## config.mk

```make
export PLATFORM = sky130hd
export DESIGN_NAME = mc_control_unit
export DESIGN_NICKNAME = d
export VERILOG_FILES = /design/src/rtl/mc_control_unit.sv
export SDC_FILE = /design/constraint.sdc
export NUM_CORES = 1
export LEC_CHECK = 0
export CORE_UTILIZATION = 26
export CTS_BUF_LIST = sky130_fd_sc_hd__clkbuf_4
export CTS_CLUSTER_SIZE = 12
export DETAILED_ROUTE_END_ITERATION = 7
export MAX_ROUTING_LAYER = met4
export PLACE_DENSITY = 0.54
export SYNTH_ARGS = -nofsm -noshare
export SYNTH_HDL_FRONTEND = slang
export SYNTH_SLANG_ARGS = --single-unit
```

## constraint.sdc

```tcl
create_clock -name clk -period 3 [get_ports clk]
set_clock_uncertainty 0.2 [all_clocks]
set_input_delay 0.6 -clock clk [delete_from_list [all_inputs] [get_ports clk]]
set_output_delay 0.6 -clock clk [all_outputs]
set_load 0.02 [all_outputs]
```

## src/rtl/mc_control_unit.sv

```systemverilog
// Multicycle CPU control FSM: fetch/decode/execute/mem/writeback sequencing,
// datapath mux selects and register/memory write strobes, with stretched memory phases.
module mc_control_unit #(
  parameter int MEM_WAIT = 1,
  parameter int CNT_W    = 3
) (
  input  logic       clk,
  input  logic       reset,
  input  logic [5:0] opcode,
  input  logic [5:0] funct,
  input  logic       zero,
  output logic       alu_src_a,
  output logic [1:0] alu_src_b,
  output logic [2:0] alu_ctrl,
  output logic [1:0] pc_src,
  output logic       pc_write,
  output logic       i_or_d,
  output logic       mem_wr,
  output logic       ir_write,
  output logic       mdr_write,
  output logic       ab_write,
  output logic       alu_out_write,
  output logic       reg_write,
  output logic       reg_dst,
  output logic       mem_to_reg,
  output logic       exception
);

  typedef enum logic [3:0] {
    S_FETCH,
    S_DECODE,
    S_R_EXEC,
    S_R_WB,
    S_ADDI_EXEC,
    S_ADDI_WB,
    S_MEM_ADDR,
    S_MEM_READ,
    S_MEM_WB,
    S_MEM_WRITE,
    S_BRANCH,
    S_JUMP,
    S_EXCEPT
  } state_t;

  localparam logic [5:0] OP_RTYPE = 6'b000000;
  localparam logic [5:0] OP_ADDI  = 6'b001000;
  localparam logic [5:0] OP_LW    = 6'b100011;
  localparam logic [5:0] OP_SW    = 6'b101011;
  localparam logic [5:0] OP_BEQ   = 6'b000100;
  localparam logic [5:0] OP_J     = 6'b000010;

  localparam logic [2:0] ALU_IDLE = 3'b000;
  localparam logic [2:0] ALU_ADD  = 3'b001;
  localparam logic [2:0] ALU_SUB  = 3'b010;
  localparam logic [2:0] ALU_AND  = 3'b011;
  localparam logic [2:0] ALU_OR   = 3'b100;
  localparam logic [2:0] ALU_SLT  = 3'b111;

  localparam logic [CNT_W-1:0] CNT_LAST = CNT_W'(MEM_WAIT - 1);

  state_t           state_q, state_d;
  logic [CNT_W-1:0] wait_cnt_q, wait_cnt_d;
  logic             exception_q, exception_d;

  logic             last;
  logic             funct_ok;
  logic [2:0]       r_alu;

  assign last = (wait_cnt_q == CNT_LAST);

  // R-type funct decode; funct_ok also gates dispatch out of DECODE.
  always_comb begin
    funct_ok = 1'b1;
    r_alu    = ALU_IDLE;
    case (funct)
      6'b100000: r_alu = ALU_ADD;
      6'b100010: r_alu = ALU_SUB;
      6'b100100: r_alu = ALU_AND;
      6'b100101: r_alu = ALU_OR;
      6'b101010: r_alu = ALU_SLT;
      default:   funct_ok = 1'b0;
    endcase
  end

  always_ff @(posedge clk) begin
    if (reset) begin
      state_q     <= S_FETCH;
      wait_cnt_q  <= '0;
      exception_q <= 1'b0;
    end else begin
      state_q     <= state_d;
      wait_cnt_q  <= wait_cnt_d;
      exception_q <= exception_d;
    end
  end

  always_comb begin
    state_d       = state_q;
    wait_cnt_d    = '0;
    exception_d   = exception_q;
    alu_src_a     = 1'b0;
    alu_src_b     = 2'b00;
    alu_ctrl      = ALU_IDLE;
    pc_src        = 2'b00;
    pc_write      = 1'b0;
    i_or_d        = 1'b0;
    mem_wr        = 1'b0;
    ir_write      = 1'b0;
    mdr_write     = 1'b0;
    ab_write      = 1'b0;
    alu_out_write = 1'b0;
    reg_write     = 1'b0;
    reg_dst       = 1'b0;
    mem_to_reg    = 1'b0;

    case (state_q)
      S_FETCH: begin
        alu_src_b = 2'b01;
        alu_ctrl  = ALU_ADD;
        if (last) begin
          ir_write = 1'b1;
          pc_write = 1'b1;
          state_d  = S_DECODE;
        end else begin
          wait_cnt_d = wait_cnt_q + 1'b1;
        end
      end
      S_DECODE: begin
        // Speculative branch target into ALUOut while A/B load.
        ab_write      = 1'b1;
        alu_src_b     = 2'b11;
        alu_ctrl      = ALU_ADD;
        alu_out_write = 1'b1;
        case (opcode)
          OP_RTYPE:      state_d = funct_ok ? S_R_EXEC : S_EXCEPT;
          OP_ADDI:       state_d = S_ADDI_EXEC;
          OP_LW, OP_SW:  state_d = S_MEM_ADDR;
          OP_BEQ:        state_d = S_BRANCH;
          OP_J:          state_d = S_JUMP;
          default:       state_d = S_EXCEPT;
        endcase
      end
      S_R_EXEC: begin
        alu_src_a     = 1'b1;
        alu_ctrl      = r_alu;
        alu_out_write = 1'b1;
        state_d       = S_R_WB;
      end
      S_R_WB: begin
        reg_dst   = 1'b1;
        reg_write = 1'b1;
        state_d   = S_FETCH;
      end
      S_ADDI_EXEC: begin
        alu_src_a     = 1'b1;
        alu_src_b     = 2'b10;
        alu_ctrl      = ALU_ADD;
        alu_out_write = 1'b1;
        state_d       = S_ADDI_WB;
      end
      S_ADDI_WB: begin
        reg_write = 1'b1;
        state_d   = S_FETCH;
      end
      S_MEM_ADDR: begin
        alu_src_a     = 1'b1;
        alu_src_b     = 2'b10;
        alu_ctrl      = ALU_ADD;
        alu_out_write = 1'b1;
        state_d       = (opcode == OP_LW) ? S_MEM_READ : S_MEM_WRITE;
      end
      S_MEM_READ: begin
        i_or_d = 1'b1;
        if (last) begin
          mdr_write = 1'b1;
          state_d   = S_MEM_WB;
        end else begin
          wait_cnt_d = wait_cnt_q + 1'b1;
        end
      end
      S_MEM_WB: begin
        mem_to_reg = 1'b1;
        reg_write  = 1'b1;
        state_d    = S_FETCH;
      end
      S_MEM_WRITE: begin
        i_or_d  = 1'b1;
        mem_wr  = 1'b1;
        state_d = S_FETCH;
      end
      S_BRANCH: begin
        alu_src_a = 1'b1;
        alu_ctrl  = ALU_SUB;
        pc_src    = 2'b01;
        pc_write  = zero;
        state_d   = S_FETCH;
      end
      S_JUMP: begin
        pc_src   = 2'b10;
        pc_write = 1'b1;
        state_d  = S_FETCH;
      end
      S_EXCEPT: begin
        exception_d = 1'b1;
      end
      default: begin
        state_d = S_EXCEPT;
      end
    endcase

    // An aborted instruction must not leak any strobe in the reset cycle.
    if (reset) begin
      alu_src_a     = 1'b0;
      alu_src_b     = 2'b00;
      alu_ctrl      = ALU_IDLE;
      pc_src        = 2'b00;
      pc_write      = 1'b0;
      i_or_d        = 1'b0;
      mem_wr        = 1'b0;
      ir_write      = 1'b0;
      mdr_write     = 1'b0;
      ab_write      = 1'b0;
      alu_out_write = 1'b0;
      reg_write     = 1'b0;
      reg_dst       = 1'b0;
      mem_to_reg    = 1'b0;
    end
  end

  assign exception = exception_q & ~reset;

endmodule

```

======== Yosys cells after proc, flatten, opt, wreduce, memory -nomap -nowiden ========
Index checks and enable logic that the tools add are counted.
word-level totals
  bits in registers ....................... 8
  input bits .............................. 15
  output and inout bits ................... 19
  word-level logic and storage cells ...... 84
operators by class
  $add $sub $neg .......................... 1
  eq/ne operators ......................... 24
  muxes and demuxes ....................... 37
  bitwise gates (word level) .............. 4
  reduce and logical (&&, ||, !) cells .... 15
operator list
  cell                number
  $eq 6x6->1 const B  7
  $pmux 4 s8          1
  $mux 1              23
  $eq 4x4->1 const B  5
  $pmux 4 s5          1
  $eq 4x3->1 const B  4
  $mux 4              4
  $pmux 3 s5          1
  $reduce_or 4->1     3
  $pmux 3 s3          1
  $eq 4x2->1 const B  2
  $reduce_or 2->1     4
  $eq 6x2->1 const B  1
  $eq 6x3->1 const B  1
  $eq 6x4->1 const B  1
  $logic_not 6->1     1
  $pmux 2 s3          1
  $reduce_or 3->1     2
  $reduce_or 6->1     1
  $reduce_or 5->1     1
  $eq 4x1->1 const B  1
  $logic_not 4->1     1
  $mux 2              2
  $ne 2x2->1 const B  2
  other kinds (8)     10

======== Depth between registers and ports, before layout ========
  word-level depth ........................ 6
  gate-level depth with buffers ........... 7
  gate-level depth less buffers ........... 7

======== Least setup slack after synthesis ========
OpenSTA, ideal clock, no wires.
  path type ............................... input -> output
  start ................................... in reset
  end ..................................... out pc_write
  arrival ................................. 2.012 ns
  required time ........................... 2.200 ns
  setup slack ............................. 0.188 ns
  cell stages on the path ................. 3
  path through ............................ or3_1 -> nor4_1 -> a211o_1
on the way
  longest elaborated chain between the ends .. 1
RTL lines
  item             line  RTL
  start, declared  8     input logic reset,
  $mux 1           212   if (reset) begin
  end, declared    16    output logic pc_write,
No other way between the ends.

======== Final worst setup path ========
Same ends and word-level chain as after synthesis.

==> metrics <==
Synth Net Count=148; share of layout cells above drive strength 1=0.208; worst min path class=flip-flop to flip-flop; Worst path depth=8; number of synthesized flops with an enable pin=0; Worst setup EP type=output port; Initial Utilization=0.271; I/O pin count=34; vias in the first global route=1014; cell family with most CP delay=buffers and inverters; Gate Count Post-Synth=131; largest net degree at the start of global routing=15; RSZ-0062 raised after global routing=no; cell row count=21; core area=3340 µm²; Antenna Nets Post-Route=0; slew margin rel.=0.752; filler instances=370; CTS Buf Count=3; Crit path buffers/inverters=4; Final Hold Vio Count=0; DR vias=1082; total power=455 µW; Synth area leader=dfxtp_1; Async SR Flop Fraction=0; first-pass GRT wire length=4310 µm; WP data arrival=2.10 ns; Required @ worst endpoint=2.20 ns; CTS Sinks=8; grt ovf=0; mean post-synth cell area=6.92 µm²; cells along the critical path=clkdlybuf4s50_1 > buf_4 > nor2_1 > nand2_1 > buf_4 > nor2_1 > a211o_1 > clkdlybuf4s15_1; maximum vdd drop=0.102 mV; Clock transition at path regs=0.05 ns; GRT Util Overall=0.156; #FFs+latches synth=8; fin crit period=2.90 ns; slew at the pin closest to its max-slew limit=0.368 ns; outcome=completed; Final HPWL DP=2200 µm; period utilisation layout=0.967; Die Ht=61.0 µm; CTS tree=built; WL final=2730 µm; Crit path largest cell delay=0.48 ns; Vias/cell=4.83; max-slew violation count=0; Synth top area share=0.177; # DRC=0; initial antenna violation count=0; Core Util, Final=0.433; worst-path fanout max=11; Worst R2R Setup Slack=0.96 ns; synth unique cells=47; clock root buffer=clkbuf_4; post-synthesis sequential area ratio=0.177; final net count=197; hold buffer count at CTS=0; Final setup viols=0; Yosys Warn Count=0; power per cell area=315 nW/µm²; DRT iter0 DRCs=40; synth top area cells=dfxtp_1 (18%), nor2_1 (9.9%), nand2_1 (3.7%), a31oi_1 (3.5%), nor2b_1 (3.5%); fmax=345 MHz; placed insts=220; GPL Wtd Cong=0.891; CP Launch Type=input port; Port Buffers=33; Post-synth top flop=dfxtp_1; Worst Hold Depth=1; Non-Filler Instances=224; H-tree levels=1; area grow syn2layout=59.4%; max_cap viols=0; CP Class=input port to output port; Mapped Area=906 µm²; Worst path slowest cell=clkdlybuf4s50_1; Die X=61.0 µm; WL/cell=12.2 µm; die area=3720 µm²; static leakage=0.000683 µW; diode count=0; Worst R2R Path Depth=7; CTS Buffer Depth=2; clock latency on the worst-skew pair=0.25 ns; Pre-antenna DRT Iters=4
==> final timing paths <==
| path | endpoint | startpoint |
|---|---|---|
| worst max-delay path | pc_write | reset |
| worst min-delay path | wait_cnt_q[0] | wait_cnt_q[0] |
| worst max register to register | state_q[1] | wait_cnt_q[0] |
| worst min register to register | wait_cnt_q[0] | wait_cnt_q[0] |
==> cell families (layout without fill, tap and decap cells) <==
logic type | Yosys count | count (layout) | share of synthesized area
AND/OR/NAND/NOR | 74 | 74 | 0.454
AO/OA/AOI/OAI | 28 | 28 | 0.236
buffers and inverters | 16 | 63 | 0.0732
flip-flops | 8 | 8 | 0.177
multiplexers | 1 | 1 | 0.0111
adder cells (fa/ha/maj) | 3 | 3 | 0.0387
XOR/XNOR | 1 | 1 | 0.00967
==> sequential cells by signal (all words and copies together) (netlist names) <==
register	count
wait_cnt_q	3
exception_q	1
state_q	4
==> power breakdown <==
group / switching, µW / total (µW) / internal, µW
clock network: 36.5 / 82.2 / 45.8
registers: 8.53 / 122 / 114
logic: 129 / 251 / 121
==> cell usage in the layout, fill, tap and decap left out, drive strengths merged, types with 2 or more instances in the layout <==
cell	netlist	layout
inv	7	7
nor4	3	3
dfxtp	8	8
clkdlybuf4s50	0	17
clkdlybuf4s15	0	2
nor3	7	7
or2	2	2
a21oi	4	4
nor4b	2	2
and2	2	2
o21ai	3	3
nor2	24	24
nor3b	3	3
ha	2	2
dlygate4sd2	0	10
nand2	9	9
o211ai	2	2
dlymetal6s2s	0	3
nand2b	4	4
o21a	3	3
buf	4	21
nor2b	5	5
or3	5	5
nand3	3	3
a31oi	5	5
clkbuf	5	3
==> metrics by stage <==
stage	cell area [µm²]	setup TNS [ns]	hold WS, ns	worst slack [ns]
after floorplan	906	0	0.217	0.188
after global placement	1400	-1.67	0.236	-0.339
after detailed placement	1400	-1.70	0.245	-0.368
after CTS	1430	0	0.258	0.0115
after global routing	1440	0	0.269	0.0150
final	1440	0	0.251	0.100
==> area by class of cell <==
type                       instances  area (µm²)  share of cell area
tap                               46        57.6              0.0399
clock buffer                       3        22.5              0.0156
timing repair buffer              53         470               0.326
sequential                         8         160               0.111
multi-input combinational        107         707               0.490
inverter                           7        26.3              0.0182
==> per-layer routing <==
layer / wire [µm] / track usage / vias up
met5: 0 / - / -
met4: 17 / 0.0487 / 0
met3: 95 / 0.0210 / 2
met2: 1410 / 0.290 / 23
met1: 1210 / 0.170 / 494
li1: - / - / 563
==> cell usage after synthesis, types with 2 or more instances <==
| library cell | instances |
|---|---|
| nor4_1 | 3 |
| nor2_1 | 24 |
| nand2b_1 | 4 |
| or2_2 | 2 |
| nand3_1 | 2 |
| ha_1 | 2 |
| nor4b_1 | 2 |
| o21ai_0 | 2 |
| o211ai_1 | 2 |
| nand2_1 | 9 |
| buf_2 | 4 |
| nor2b_1 | 5 |
| and2_1 | 2 |
| or3_2 | 2 |
| clkbuf_1 | 4 |
| dfxtp_1 | 8 |
| nor3_1 | 6 |
| o21a_1 | 3 |
| a31oi_1 | 5 |
| or3_1 | 2 |
| inv_1 | 7 |
| nor3b_1 | 3 |
| a21oi_1 | 4 |
==> timing repair <==
item / CTS / global route
setup endpoints to repair: 12 / 6
buffers inserted: 0 / 1
pin swaps: 0 / 1
gates resized for setup: 19 / 7
No activity file was read; power rests on OpenSTA's default activity.
